--- config.mk ---
export PLATFORM = sky130hd
export DESIGN_NAME = pokey_serout
export DESIGN_NICKNAME = d
export VERILOG_FILES = /design/src/rtl/pokey_pkg.sv /design/src/rtl/pokey_shift_tx.sv /design/src/rtl/pokey_serout.sv
export SDC_FILE = /design/constraint.sdc
export NUM_CORES = 1
export LEC_CHECK = 0
export ABC_AREA = 1
export ABC_CLOCK_PERIOD_IN_PS = 2890
export CORE_ASPECT_RATIO = 0.7
export CORE_MARGIN = 5
export CORE_UTILIZATION = 65
export CTS_CLUSTER_DIAMETER = 200
export CTS_CLUSTER_SIZE = 8
export DETAILED_ROUTE_END_ITERATION = 16
export DONT_BUFFER_PORTS = 1
export HOLD_SLACK_MARGIN = 0.15
export PLACE_DENSITY = 0.85
export SLEW_MARGIN = 40
export SYNTH_ARGS = -nofsm -noshare
export SYNTH_HDL_FRONTEND = slang
export SYNTH_SLANG_ARGS = --single-unit
--- constraint.sdc ---
create_clock -name clk -period 2.89 [get_ports clk]
set_input_delay 0.4335 -clock clk [delete_from_list [all_inputs] [get_ports clk]]
set_output_delay 0.4335 -clock clk [all_outputs]
set_load 0.01 [all_outputs]
--- src/rtl/pokey_pkg.sv ---
// ============================================================================
//  Module   : pokey_pkg
//  Purpose  : Shared state encoding and default framing constants for the
//             POKEY-style serial transmitter.
//  Revision : 1.0
// ============================================================================
`default_nettype none

package pokey_pkg;

    localparam int DEF_DATA_W    = 8;
    localparam int DEF_STOP_BITS = 1;

    typedef enum logic [1:0] {
        ST_IDLE  = 2'd0,
        ST_START = 2'd1,
        ST_DATA  = 2'd2,
        ST_STOP  = 2'd3
    } state_e;

endpackage

`default_nettype wire

--- src/rtl/pokey_shift_tx.sv ---
// ============================================================================
//  Module   : pokey_shift_tx
//  Purpose  : Parallel-load, LSB-first shift register with a count of the
//             data bits already presented on the line.
//  Revision : 1.0
// ============================================================================
`default_nettype none

module pokey_shift_tx #(
    parameter int DATA_W = 8,
    parameter int CNT_W  = $clog2(DATA_W + 1)
) (
    input  logic              clk,
    input  logic              rst_n,
    input  logic              load_i,
    input  logic [DATA_W-1:0] load_data_i,
    input  logic              shift_i,
    output logic              bit_o,
    output logic              done_o
);

    localparam logic [CNT_W-1:0] CNT_FULL = CNT_W'(DATA_W);

    logic [DATA_W-1:0] shift_q, shift_d;
    logic [CNT_W-1:0]  cnt_q, cnt_d;

    always_comb begin
        shift_d = shift_q;
        cnt_d   = cnt_q;
        if (load_i) begin
            shift_d = load_data_i;
            cnt_d   = '0;
        end else if (shift_i) begin
            shift_d = shift_q >> 1;
            cnt_d   = cnt_q + 1'b1;
        end
    end

    always_ff @(posedge clk or negedge rst_n) begin
        if (!rst_n) begin
            shift_q <= '0;
            cnt_q   <= '0;
        end else begin
            shift_q <= shift_d;
            cnt_q   <= cnt_d;
        end
    end

    assign bit_o  = shift_q[0];
    // High once every data bit has been driven onto the line.
    assign done_o = (cnt_q == CNT_FULL);

endmodule

`default_nettype wire

--- src/rtl/pokey_serout.sv ---
// ============================================================================
//  Module   : pokey_serout
//  Purpose  : POKEY serial output: holding register, framing FSM (start,
//             LSB-first data, stop) and IRQ-source status outputs.
//  Revision : 1.0
// ============================================================================
`default_nettype none

module pokey_serout
    import pokey_pkg::*;
#(
    parameter int DATA_W    = DEF_DATA_W,
    parameter int STOP_BITS = DEF_STOP_BITS
) (
    input  logic              clk,
    input  logic              rst_n,
    input  logic              bit_tick,
    input  logic              wr_en,
    input  logic [DATA_W-1:0] wr_data,
    input  logic              brk,
    output logic              sout,
    output logic              need_data,
    output logic              tx_done,
    output logic              busy
);

    localparam logic [1:0] STOP_LAST = 2'(STOP_BITS - 1);

    state_e            state_q, state_d;
    logic              sout_q, sout_d;
    logic              need_data_q, need_data_d;
    logic [DATA_W-1:0] hold_q, hold_d;
    logic              hold_full_q, hold_full_d;
    logic [1:0]        stop_cnt_q, stop_cnt_d;

    logic              w_xfer;
    logic              w_sh_shift;
    logic              w_sh_bit;
    logic              w_sh_done;

    pokey_shift_tx #(
        .DATA_W (DATA_W)
    ) u_shift (
        .clk         (clk),
        .rst_n       (rst_n),
        .load_i      (w_xfer),
        .load_data_i (hold_q),
        .shift_i     (w_sh_shift),
        .bit_o       (w_sh_bit),
        .done_o      (w_sh_done)
    );

    always_comb begin
        state_d    = state_q;
        sout_d     = sout_q;
        stop_cnt_d = stop_cnt_q;
        w_xfer     = 1'b0;
        w_sh_shift = 1'b0;
        if (bit_tick) begin
            case (state_q)
                ST_IDLE: begin
                    if (hold_full_q) begin
                        w_xfer  = 1'b1;
                        sout_d  = 1'b0;
                        state_d = ST_START;
                    end
                end
                ST_START: begin
                    w_sh_shift = 1'b1;
                    sout_d     = w_sh_bit;
                    state_d    = ST_DATA;
                end
                ST_DATA: begin
                    if (w_sh_done) begin
                        sout_d     = 1'b1;
                        stop_cnt_d = '0;
                        state_d    = ST_STOP;
                    end else begin
                        w_sh_shift = 1'b1;
                        sout_d     = w_sh_bit;
                    end
                end
                ST_STOP: begin
                    // Last stop bit: chain straight into the next frame if one is waiting.
                    if (stop_cnt_q == STOP_LAST) begin
                        if (hold_full_q) begin
                            w_xfer  = 1'b1;
                            sout_d  = 1'b0;
                            state_d = ST_START;
                        end else begin
                            sout_d  = 1'b1;
                            state_d = ST_IDLE;
                        end
                    end else begin
                        stop_cnt_d = stop_cnt_q + 1'b1;
                    end
                end
                default: begin
                    sout_d  = 1'b1;
                    state_d = ST_IDLE;
                end
            endcase
        end

        need_data_d = w_xfer;
        // A write on the transfer edge wins: old data goes to the shifter, new data stays held.
        hold_d      = wr_en ? wr_data : hold_q;
        hold_full_d = wr_en | (hold_full_q & ~w_xfer);
    end

    always_ff @(posedge clk or negedge rst_n) begin
        if (!rst_n) begin
            state_q     <= ST_IDLE;
            sout_q      <= 1'b1;
            need_data_q <= 1'b0;
            hold_q      <= '0;
            hold_full_q <= 1'b0;
            stop_cnt_q  <= '0;
        end else begin
            state_q     <= state_d;
            sout_q      <= sout_d;
            need_data_q <= need_data_d;
            hold_q      <= hold_d;
            hold_full_q <= hold_full_d;
            stop_cnt_q  <= stop_cnt_d;
        end
    end

    assign sout      = sout_q & ~brk;
    assign need_data = need_data_q;
    assign tx_done   = (state_q == ST_IDLE) & ~hold_full_q;
    assign busy      = (state_q != ST_IDLE);

endmodule

`default_nettype wire

==> qor.txt <==
Result of the run: finished, final reports clean
Maximum level of the CTS H-tree: 1
Count of inserted antenna diode cells: 0
Post-Place Setup Slack: 1080 ps
Global-route congestion overflow total: 0
Total via count after detailed routing: 1078
Worst-case clock buffer depth: 2
Final setup fails: 0
Hold Vio Cnt, Final: 0
Post-Syn Nets: 183
Worst r2r path cells: 10
I/O Buffers: 0
Total negative slack: 0 ps
Via count of the first global-routing pass: 1079
Routability-driven placement congestion ratio: 0.789
Total die area: 0.00326 mm²
Element type at the critical path end: flop
Commonest non-fill, non-tap cells in the layout: 46 x nand2_1, 26 x nand3_1, 26 x dfrtp_1
Fin crit share: 63.3%
Clock tree root driver cell: clkbuf_4
Timing-limited maximum frequency: 0.547 GHz
Global-route wire length before repair: 4900 µm
Drt total wl: 2730 µm
Max transition margin: 81.2%
Path category of the worst min-delay check: input pin to flop
Number of clock sinks: 27
Share of the synthesized area in the top cell type: 45.4%
Via/cell ratio: 5.50
Clock skew after layout: 6.52 ps
Fin crit period: 1830 ps
Clock tree from TritonCTS: built
Largest fanout of any net on the critical path: 22
Vertical die dimension: 49.3 µm
Initial standard-cell utilization of the core: 67.6%
Post-Synthesis Cell Area: 0.00143 mm²
HPWL after detailed placement: 2150 µm
Area taken by flip-flops and latches: 677 µm²
Distinct cell type count after synthesis: 20
Synth-to-Final Area Change: 4.72%
Total power per unit cell area: 902 mW/mm²
CORE AREA: 0.00212 mm²
Number of cells upsized or downsized after cts: 0
Number of rows in the core area: 14
Critical Path RT: 3120 ps
Kind of start point of the critical path: flop
Maximum vdd drop: 0.454 mV
Sequential-to-total area share from yosys stat: 47.2%
Die Wd: 66.1 µm
Count of boundary I/O pins: 17
Path type of the worst setup path: flop to flop
Number of buffers inserted by post-CTS setup repair: 0
Share of cells above drive strength 1: 14.6%
Number of antenna violations at the first check in global routing: 0
RSZ-0062 raised after global routing: no
Post-synthesis cell type with the largest combined area: dfrtp_1
Cell types with the largest area share after synthesis: dfrtp_1 45%, nand2_1 12%, nand3_1 9.1%
#FFs+latches synth: 27
Warnings from Yosys: 0
Global-route usage over all layers: 19.4%
Multi-input gate area in the final layout: 663 µm²
Final Power: 1.35 mW
Most common library cell in the layout ignoring fill and taps: nand2_1
Clock transition at the registers of the reported paths: 150 ps
Fin nets: 186
Slack of the critical path: 1060 ps
Insertion delay to the later sink of the worst-skew pair: 330 ps
Detailed Route Iter0 Violations: 54
Cells after synthesis: 162
Number of DRC violations after detailed routing: 0
Fillers: 180
Max_cap viols: 0
Average detailed-routed wire length per instance: 13.9 µm
Maximum number of pins on one net before global-route repair: 28
CP arrival: 2060 ps
Avg Inst Size Synth: 8.84 µm²
Drt first pass iters: 4
Leakage component of the power: 0.767 nW
Antenna violation net count after detailed routing: 0
Number of max-slew violations in the final report: 0
Worst hold path cell count: 1
Actual slew at the worst max-slew pin: 282 ps
Inserted Clock Buffers: 3
-- power by group --
part	switching [mW]	internal, mW
Combinational	0.424	0.204
Sequential	0.0798	0.480
Clock	0.113	0.0530
Total	0.617	0.736
-- cell families after synthesis --
group,Yosys count,share of synthesized area [%]
AND/OR/NAND/NOR,87,28.0
buffers and inverters,20,6.46
adder cells (fa/ha/maj),8,6.99
flip-flops,27,47.2
XOR/XNOR,1,0.611
multiplexers,8,6.29
AO/OA/AOI/OAI,11,4.37
-- cell usage after synthesis --
cell	n
inv_2	3
o21a_1	1
nand2_4	2
nand4_1	4
dfstp_2	1
mux2_2	8
o21ai_0	7
buf_2	2
inv_1	13
nor2_1	4
nand3_1	26
dfrtp_1	26
ha_1	8
buf_6	2
o21ai_1	1
xor2_1	1
o21bai_1	2
nand2_1	46
nand2_2	4
nor2_4	1
-- per-layer routing --
| layer | GRT usage (%) | wire length, µm |
|---|---|---|
| met2 | 31.0 | 1290 |
| met1 | 24.7 | 1240 |
| met3 | 6.22 | 138 |
| met4 | 6.76 | 74 |
| met5 | 0 | 0 |
-- critical path: stages (launching register included) --
cell	delay, ps
dfrtp_1	460
inv_1	110
ha_1	320
inv_1	70
nand2_1	80
nor2_4	190
nand2_4	190
nand2_1	100
nand2_1	60
nand2_1	80
nand2_1	70
-- metrics by stage --
| step | hold WS, ps | area, µm² | utilization [%] | std cells |
|---|---|---|---|---|
| after global routing | 179 | 1500 | 70.8 | 196 |
| after detailed placement | 138 | 1440 | 67.9 | 190 |
| after floorplan | 138 | 1430 | - | 162 |
| after CTS | 202 | 1500 | 70.8 | 196 |
| after global placement | 139 | 1440 | 67.9 | 190 |
| final | 211 | 1500 | 70.8 | 196 |
-- flip-flops by register name, summed over array words and instances, names as in the netlist --
signal / cells
u_shift.cnt_q: 4
state_q: 2
stop_cnt_q: 2
need_data: 1
sout_q: 1
hold_q: 8
u_shift.shift_q: 8
hold_full_q: 1
-- final timing paths --
kind / startpoint / endpoint / slack (ps)
max: state_q[0]$_DFFE_PN0P_ / u_shift.shift_q[5]$_DFFE_PN0P_ / 1060
min: wr_en / hold_full_q$_DFF_PN0_ / 210
max reg2reg: state_q[0]$_DFFE_PN0P_ / u_shift.shift_q[5]$_DFFE_PN0P_ / 1060
min reg2reg: hold_q[7]$_DFFE_PN0P_ / u_shift.shift_q[7]$_DFFE_PN0P_ / 510
max in group asynchronous: rst_n / sout_q$_DFFE_PN1P_ / 2160
min in group asynchronous: rst_n / state_q[0]$_DFFE_PN0P_ / 500
-- layout make-up --
cell class | count | share of cell area [%]
Multi-Input combinational cell | 115 | 44.2
Tap cell | 32 | 2.67
Sequential cell | 27 | 45.1
Clock inverter | 1 | 0.500
Clock buffer | 3 | 1.50
Timing Repair Buffer | 2 | 2.00
Inverter | 16 | 4.00
-- timing repair --
item,4_1_cts,5_1_grt
endpoints found under the hold margin,27,0
endpoints found under the setup margin,0,0
hold buffers,2,0
(Power assumes the default switching activity.)
